[config.mk]
export PLATFORM = sky130hd
export DESIGN_NAME = seg_scan_ctrl
export DESIGN_NICKNAME = d
export VERILOG_FILES = /design/src/rtl/seg_scan_ctrl.sv
export SDC_FILE = /design/constraint.sdc
export NUM_CORES = 1
export LEC_CHECK = 0
export ABC_AREA = 1
export BUFFER_PORTS_ARGS = -buffer_cell sky130_fd_sc_hd__buf_2
export CAP_MARGIN = 10
export CORE_MARGIN = 4
export CORE_UTILIZATION = 45
export DETAILED_ROUTE_END_ITERATION = 8
export HOLD_SLACK_MARGIN = 0.05
export PLACE_DENSITY = 0.71
export SLEW_MARGIN = 30
export SYNTH_ARGS = -nofsm -noshare
export SYNTH_HDL_FRONTEND = slang
export SYNTH_SLANG_ARGS = --single-unit
[constraint.sdc]
create_clock -name clk -period 2.35 [get_ports clk]
set_input_delay 0.1175 -clock clk [delete_from_list [all_inputs] [get_ports clk]]
set_output_delay 0.1175 -clock clk [all_outputs]
set_load 0.02 [all_outputs]
[src/rtl/seg_scan_ctrl.sv]
// rtl/seg_scan_ctrl.sv - 4-digit 7-segment scan controller with frame-synchronous double buffering
// Optional lamp test after reset: define SEG_LAMPTEST_EN.
module seg_scan_ctrl #(
    parameter int unsigned REFRESH_DIV = 100000,
    parameter int unsigned LAMP_FRAMES = 8
) (
    input  logic        clk,
    input  logic        rst_n,
    input  logic        load,
    input  logic [15:0] digits,
    input  logic        neg,
    input  logic        blank_lz,
    output logic        ready,
    output logic        ovf,
    output logic [1:0]  en,
    output logic [3:0]  num
);

    localparam int unsigned CNT_W = (REFRESH_DIV > 1) ? $clog2(REFRESH_DIV) : 1;

    if (REFRESH_DIV < 2) begin : g_bad_div
        $error("seg_scan_ctrl: REFRESH_DIV must be at least 2");
    end
    if (LAMP_FRAMES < 1) begin : g_bad_lamp
        $error("seg_scan_ctrl: LAMP_FRAMES must be at least 1");
    end

    typedef enum logic [1:0] {
        ST_IDLE,
        ST_PEND,
        ST_LAMP
    } state_t;

    state_t             state_q;
    logic [CNT_W-1:0]   cnt_q;
    logic [1:0]         en_q;
    logic [3:0]         num_q;
    logic               ready_q;
    logic               ovf_q;
    logic [15:0]        sh_digits_q;
    logic               sh_neg_q;
    logic               sh_blank_q;
    logic [15:0]        pd_digits_q;
    logic               pd_neg_q;
    logic               pd_blank_q;

    logic               tick;
    logic               frame_end;
    logic [1:0]         en_d;
    logic [3:0]         num_d;
    logic               ovf_d;
    logic [15:0]        sh_digits_d;
    logic               sh_neg_d;
    logic               sh_blank_d;
    logic               lamp_show;

`ifdef SEG_LAMPTEST_EN
    localparam int unsigned LW = $clog2(LAMP_FRAMES + 1);
    logic [LW-1:0]      lamp_cnt_q;
    logic               lamp_last;
    assign lamp_last = (lamp_cnt_q == LW'(LAMP_FRAMES - 1));
`endif

    // Code for one display position; the minus floats just left of the most significant non-zero digit.
    function automatic logic [3:0] seg_code(input logic [15:0] d, input logic n,
                                            input logic b, input logic [1:0] idx);
        logic [1:0] m;
        logic [3:0] nib;
        m = 2'd0;
        for (int i = 0; i < 4; i++) begin
            if (d[i*4 +: 4] != 4'd0) m = 2'(i);
        end
        nib = d[{idx, 2'b00} +: 4];
        if (n && (m != 2'd3) && (idx == m + 2'd1))  seg_code = 4'd10;
        else if (n && (m == 2'd3) && (idx == 2'd3)) seg_code = 4'd10;
        else if (b && (idx > m))                    seg_code = 4'd15;
        else if (nib > 4'd9)                        seg_code = 4'd15;
        else                                        seg_code = nib;
    endfunction

    assign tick      = (cnt_q == CNT_W'(REFRESH_DIV - 1));
    assign frame_end = tick && (en_q == 2'd3);

    always_comb begin
        en_d        = tick ? en_q + 2'd1 : en_q;
        sh_digits_d = sh_digits_q;
        sh_neg_d    = sh_neg_q;
        sh_blank_d  = sh_blank_q;
        if ((state_q == ST_PEND) && frame_end) begin
            sh_digits_d = pd_digits_q;
            sh_neg_d    = pd_neg_q;
            sh_blank_d  = pd_blank_q;
        end
`ifdef SEG_LAMPTEST_EN
        lamp_show = (state_q == ST_LAMP) && !(frame_end && lamp_last);
`else
        lamp_show = 1'b0;
`endif
        num_d = lamp_show ? 4'd8 : seg_code(sh_digits_d, sh_neg_d, sh_blank_d, en_d);
        ovf_d = sh_neg_d && (sh_digits_d[15:12] != 4'd0);
    end

    always_ff @(posedge clk) begin
        if (!rst_n) begin
            cnt_q       <= '0;
            en_q        <= 2'd0;
            ovf_q       <= 1'b0;
            sh_digits_q <= 16'd0;
            sh_neg_q    <= 1'b0;
            sh_blank_q  <= 1'b1;
            pd_digits_q <= 16'd0;
            pd_neg_q    <= 1'b0;
            pd_blank_q  <= 1'b1;
`ifdef SEG_LAMPTEST_EN
            state_q     <= ST_LAMP;
            ready_q     <= 1'b0;
            num_q       <= 4'd8;
            lamp_cnt_q  <= '0;
`else
            state_q     <= ST_IDLE;
            ready_q     <= 1'b1;
            num_q       <= 4'd0;
`endif
        end else begin
            cnt_q       <= tick ? '0 : cnt_q + CNT_W'(1);
            en_q        <= en_d;
            num_q       <= num_d;
            ovf_q       <= ovf_d;
            sh_digits_q <= sh_digits_d;
            sh_neg_q    <= sh_neg_d;
            sh_blank_q  <= sh_blank_d;
            case (state_q)
                ST_IDLE: begin
                    if (load) begin
                        pd_digits_q <= digits;
                        pd_neg_q    <= neg;
                        pd_blank_q  <= blank_lz;
                        state_q     <= ST_PEND;
                        ready_q     <= 1'b0;
                    end
                end
                ST_PEND: begin
                    if (frame_end) begin
                        state_q <= ST_IDLE;
                        ready_q <= 1'b1;
                    end
                end
`ifdef SEG_LAMPTEST_EN
                ST_LAMP: begin
                    if (frame_end) begin
                        if (lamp_last) begin
                            state_q <= ST_IDLE;
                            ready_q <= 1'b1;
                        end else begin
                            lamp_cnt_q <= lamp_cnt_q + LW'(1);
                        end
                    end
                end
`endif
                default: begin
                    state_q <= ST_IDLE;
                    ready_q <= 1'b1;
                end
            endcase
        end
    end

    assign ready = ready_q;
    assign ovf   = ovf_q;
    assign en    = en_q;
    assign num   = num_q;

endmodule

==> summary.md <==
| Metric | Value |
|---|---|
| Mapped Area | `2937 µm²` |
| Setup CP Type | `flop to flop` |
| Max Slew Vio Count | `0` |
| Port buffer count | `28` |
| Ant. Diodes | `0` |
| Root buf cell | `clkbuf_8` |
| Worst r2r path cells | `21` |
| Slew headroom | `49.31%` |
| Final setup violation count | `4` |
| RSZ-0062 raised after global routing | `true` |
| Pwr Density | `487.7 nW/µm²` |
| Clock Sinks | `62` |
| Largest net degree at the start of global routing | `31` |
| Leak pwr | `2.130 nW` |
| Syn_area_per_cell | `7.215 µm²` |
| CP required | `2.60 ns` |
| Initial Util | `46.25%` |
| Post-placement setup slack | `-0.2634 ns` |
| Hpwl dp | `5013 µm` |
| Most frequent cells in the layout | `buf_4, nand2_1, dfxtp_1` |
| Fmax | `358.4 MHz` |
| Clock Path Buffers | `2` |
| Die Height | `88.78 µm` |
| Final WS setup | `-0.4400 ns` |
| CP endpoint kind | `flop` |
| Io pins | `29` |
| Fin util | `70.66%` |
| #FFs+latches synth | `62` |
| Num CTS Buffers | `9` |
| Met2 wire length | `4679 µm` |
| Final period utilization | `118.7%` |
| First-pass GRT wire length | `13880 µm` |
| Worst Clk Skew | `0.02023 ns` |
| Routed wire length | `9905 µm` |
| H-tree Lvls | `3` |
| Commonest non-fill, non-tap cell in the layout | `buf_4` |
| Worst skew pair latency | `0.36 ns` |
| Synth cell types | `37` |
| CP arrival | `3.04 ns` |
| Slew @ Worst Pin | `0.7595 ns` |
| Dpl cells | `561` |
| CTS tree | `yes` |
| Fin Setup TNS | `-1.677 ns` |
| Min-Delay Path Depth | `3` |
| Share of the synthesized area in the top cell type | `42.27%` |
| Global route total overflow | `0` |
| Core Rows | `29` |
| Layout Nets | `568` |
| YS warnings | `0` |
| Violated checks | `negative setup slack` |
| Hold Crit Class | `primary input to flop` |
| Routed vias | `3380` |
| Final Hold Viols | `0` |
| Syn Nets | `432` |
| Total GRT Usage | `23.33%` |
| Vias in the first global route | `3078` |
| CP Max Fanout | `8` |
| Post-route DRC | `0` |
| Sequential element share of the synthesized area | `42.27%` |
| Routed vias/inst | `5.408` |
| Initial antenna violation count | `0` |
| Status | `complete, but fails checks` |
| Placer congestion estimate | `0.9083` |
| Iteration-0 DRC Markers | `324` |
| Routed wire per std cell | `15.85 µm` |
| Max cap viols | `0` |
| 1st-pass router iterations | `5` |
| Top Metal Used | `met4` |
| Cell type with the largest total area after synthesis | `dfxtp_1` |
| Width of the die | `88.78 µm` |
| Cells after Synth | `407` |
| Peak supply drop | `0.5214 mV` |
| Final ANT Viol Nets | `0` |
| Area Overhead vs Synth | `52.79%` |
| Startpoint Class | `flop` |
| Area of the core | `6350 µm²` |
| Clock slew at the register clock pins of the worst setup and hold paths | `0.07 ns` |
| Layout cell share with drive strength beyond 1 | `39.42%` |
| Met1 WL | `3877 µm` |
| Met3 routed WL | `776 µm` |
| Top post-synthesis cells by area | `dfxtp_1, nand2_1, nor2_1, inv_1, a21oi_1` |
| Minimum clock period | `2.790 ns` |
| Non-Filler Instances | `625` |
| Die area | `7882 µm²` |
logic make-up (layout without fill, tap and decap cells):
| family | count (synthesis) | count (layout) | synth area share [%] |
|---|---|---|---|
| AND/OR/NAND/NOR | 214 | 214 | 35.15 |
| XOR/XNOR | 7 | 7 | 2.088 |
| buffers and inverters | 66 | 207 | 9.033 |
| flip-flops | 62 | 62 | 42.27 |
| AO/OA/AOI/OAI | 54 | 54 | 9.757 |
| adder cells (fa/ha/maj) | 4 | 4 | 1.704 |
sequential cells by signal (all words and copies together), names as in the netlist:
| register | cells |
|---|---|
| num | 4 |
| cnt_q | 17 |
| pd_blank_q | 1 |
| state_q | 1 |
| pd_neg_q | 1 |
| ready | 1 |
| pd_digits_q | 16 |
| sh_neg_q | 1 |
| en | 2 |
| sh_blank_q | 1 |
| sh_digits_q | 16 |
| ovf | 1 |
report_power, final:
group / total, W / leakage [nW] / switching, W / internal [W]
registers: 0.00110 / 0.506 / 0.0000182 / 0.00108
logic: 0.000132 / 1.52 / 0.0000721 / 0.0000600
clock network: 0.000956 / 0.0996 / 0.000463 / 0.000493
area by class of cell:
cell class / count / area, µm²
Fill cell: 436 / 1863
Multi-Input combinational cell: 279 / 1697
Sequential cell: 62 / 1246
Clock inverter: 7 / 73.82
Tap cell: 77 / 96.34
Inverter: 56 / 219.0
Clock buffer: 9 / 123.9
Timing Repair Buffer: 135 / 1031
metal layers:
| metal | up-vias | track usage (%) |
|---|---|---|
| li1 | 1572 | - |
| met1 | 1553 | 26.85 |
| met2 | 195 | 37.38 |
| met3 | 60 | 6.983 |
| met4 | 0 | 15.25 |
| met5 | - | 0 |
cells in the mapped netlist (all sizes together):
| cell | instances |
|---|---|
| nand2 | 94 |
| nor2 | 69 |
| dfxtp | 62 |
| inv | 54 |
| nand3 | 32 |
| a21oi | 27 |
| o21ai | 24 |
| nand4 | 9 |
| clkbuf | 7 |
| xor2 | 6 |
| ha | 4 |
| nor3 | 4 |
| buf | 3 |
| clkinv | 2 |
| nand3b | 2 |
| nor4 | 2 |
| nor3b | 1 |
| o211ai | 1 |
| o21a | 1 |
| o221ai | 1 |
| or2 | 1 |
| xnor2 | 1 |
what timing repair did:
action	CTS	global route
setup endpoints to repair	4	5
cloned	0	0
hold endpoints to repair	15	0
pin swaps	19	37
buffers inserted	27	11
gates resized for setup	26	32
hold buffers	15	0
per-stage QoR:
stage / area [µm²] / hold WS (ns) / total power, W
final: 4487 / 0.05434 / 0.002188
after floorplan: 2980 / 0.2438 / 0.001183
after detailed placement: 3632 / 0.3359 / 0.001226
after global routing: 4487 / 0.07470 / 0.002264
after CTS: 4305 / 0.05467 / 0.002184
after global placement: 3632 / 0.3276 / 0.001220
final timing paths:
path	start	endpoint	slack (ns)
min reg2reg	pd_digits_q[0]	pd_digits_q[0]	0.45
max reg2reg	cnt_q[0]	num[1]	-0.44
min	digits[11]	pd_digits_q[11]	0.05
max	cnt_q[0]	num[1]	-0.44
critical path, cell delays in order, from the launching register on:
cell	delay, ns
dfxtp_2	0.36
ha_4	0.14
nand2_4	0.05
nor2_4	0.15
nand3_2	0.14
nor2_4	0.17
buf_12	0.14
nand2_8	0.09
nand2_4	0.11
nand2_4	0.06
nor2_4	0.12
nand2_4	0.08
inv_2	0.07
o21ai_2	0.05
ha_1	0.31
inv_2	0.07
o221ai_4	0.18
nand2_2	0.10
nor2_2	0.14
nand3_2	0.06
nand2_1	0.06
inv_1	0.04
(Power assumes the default switching activity.)
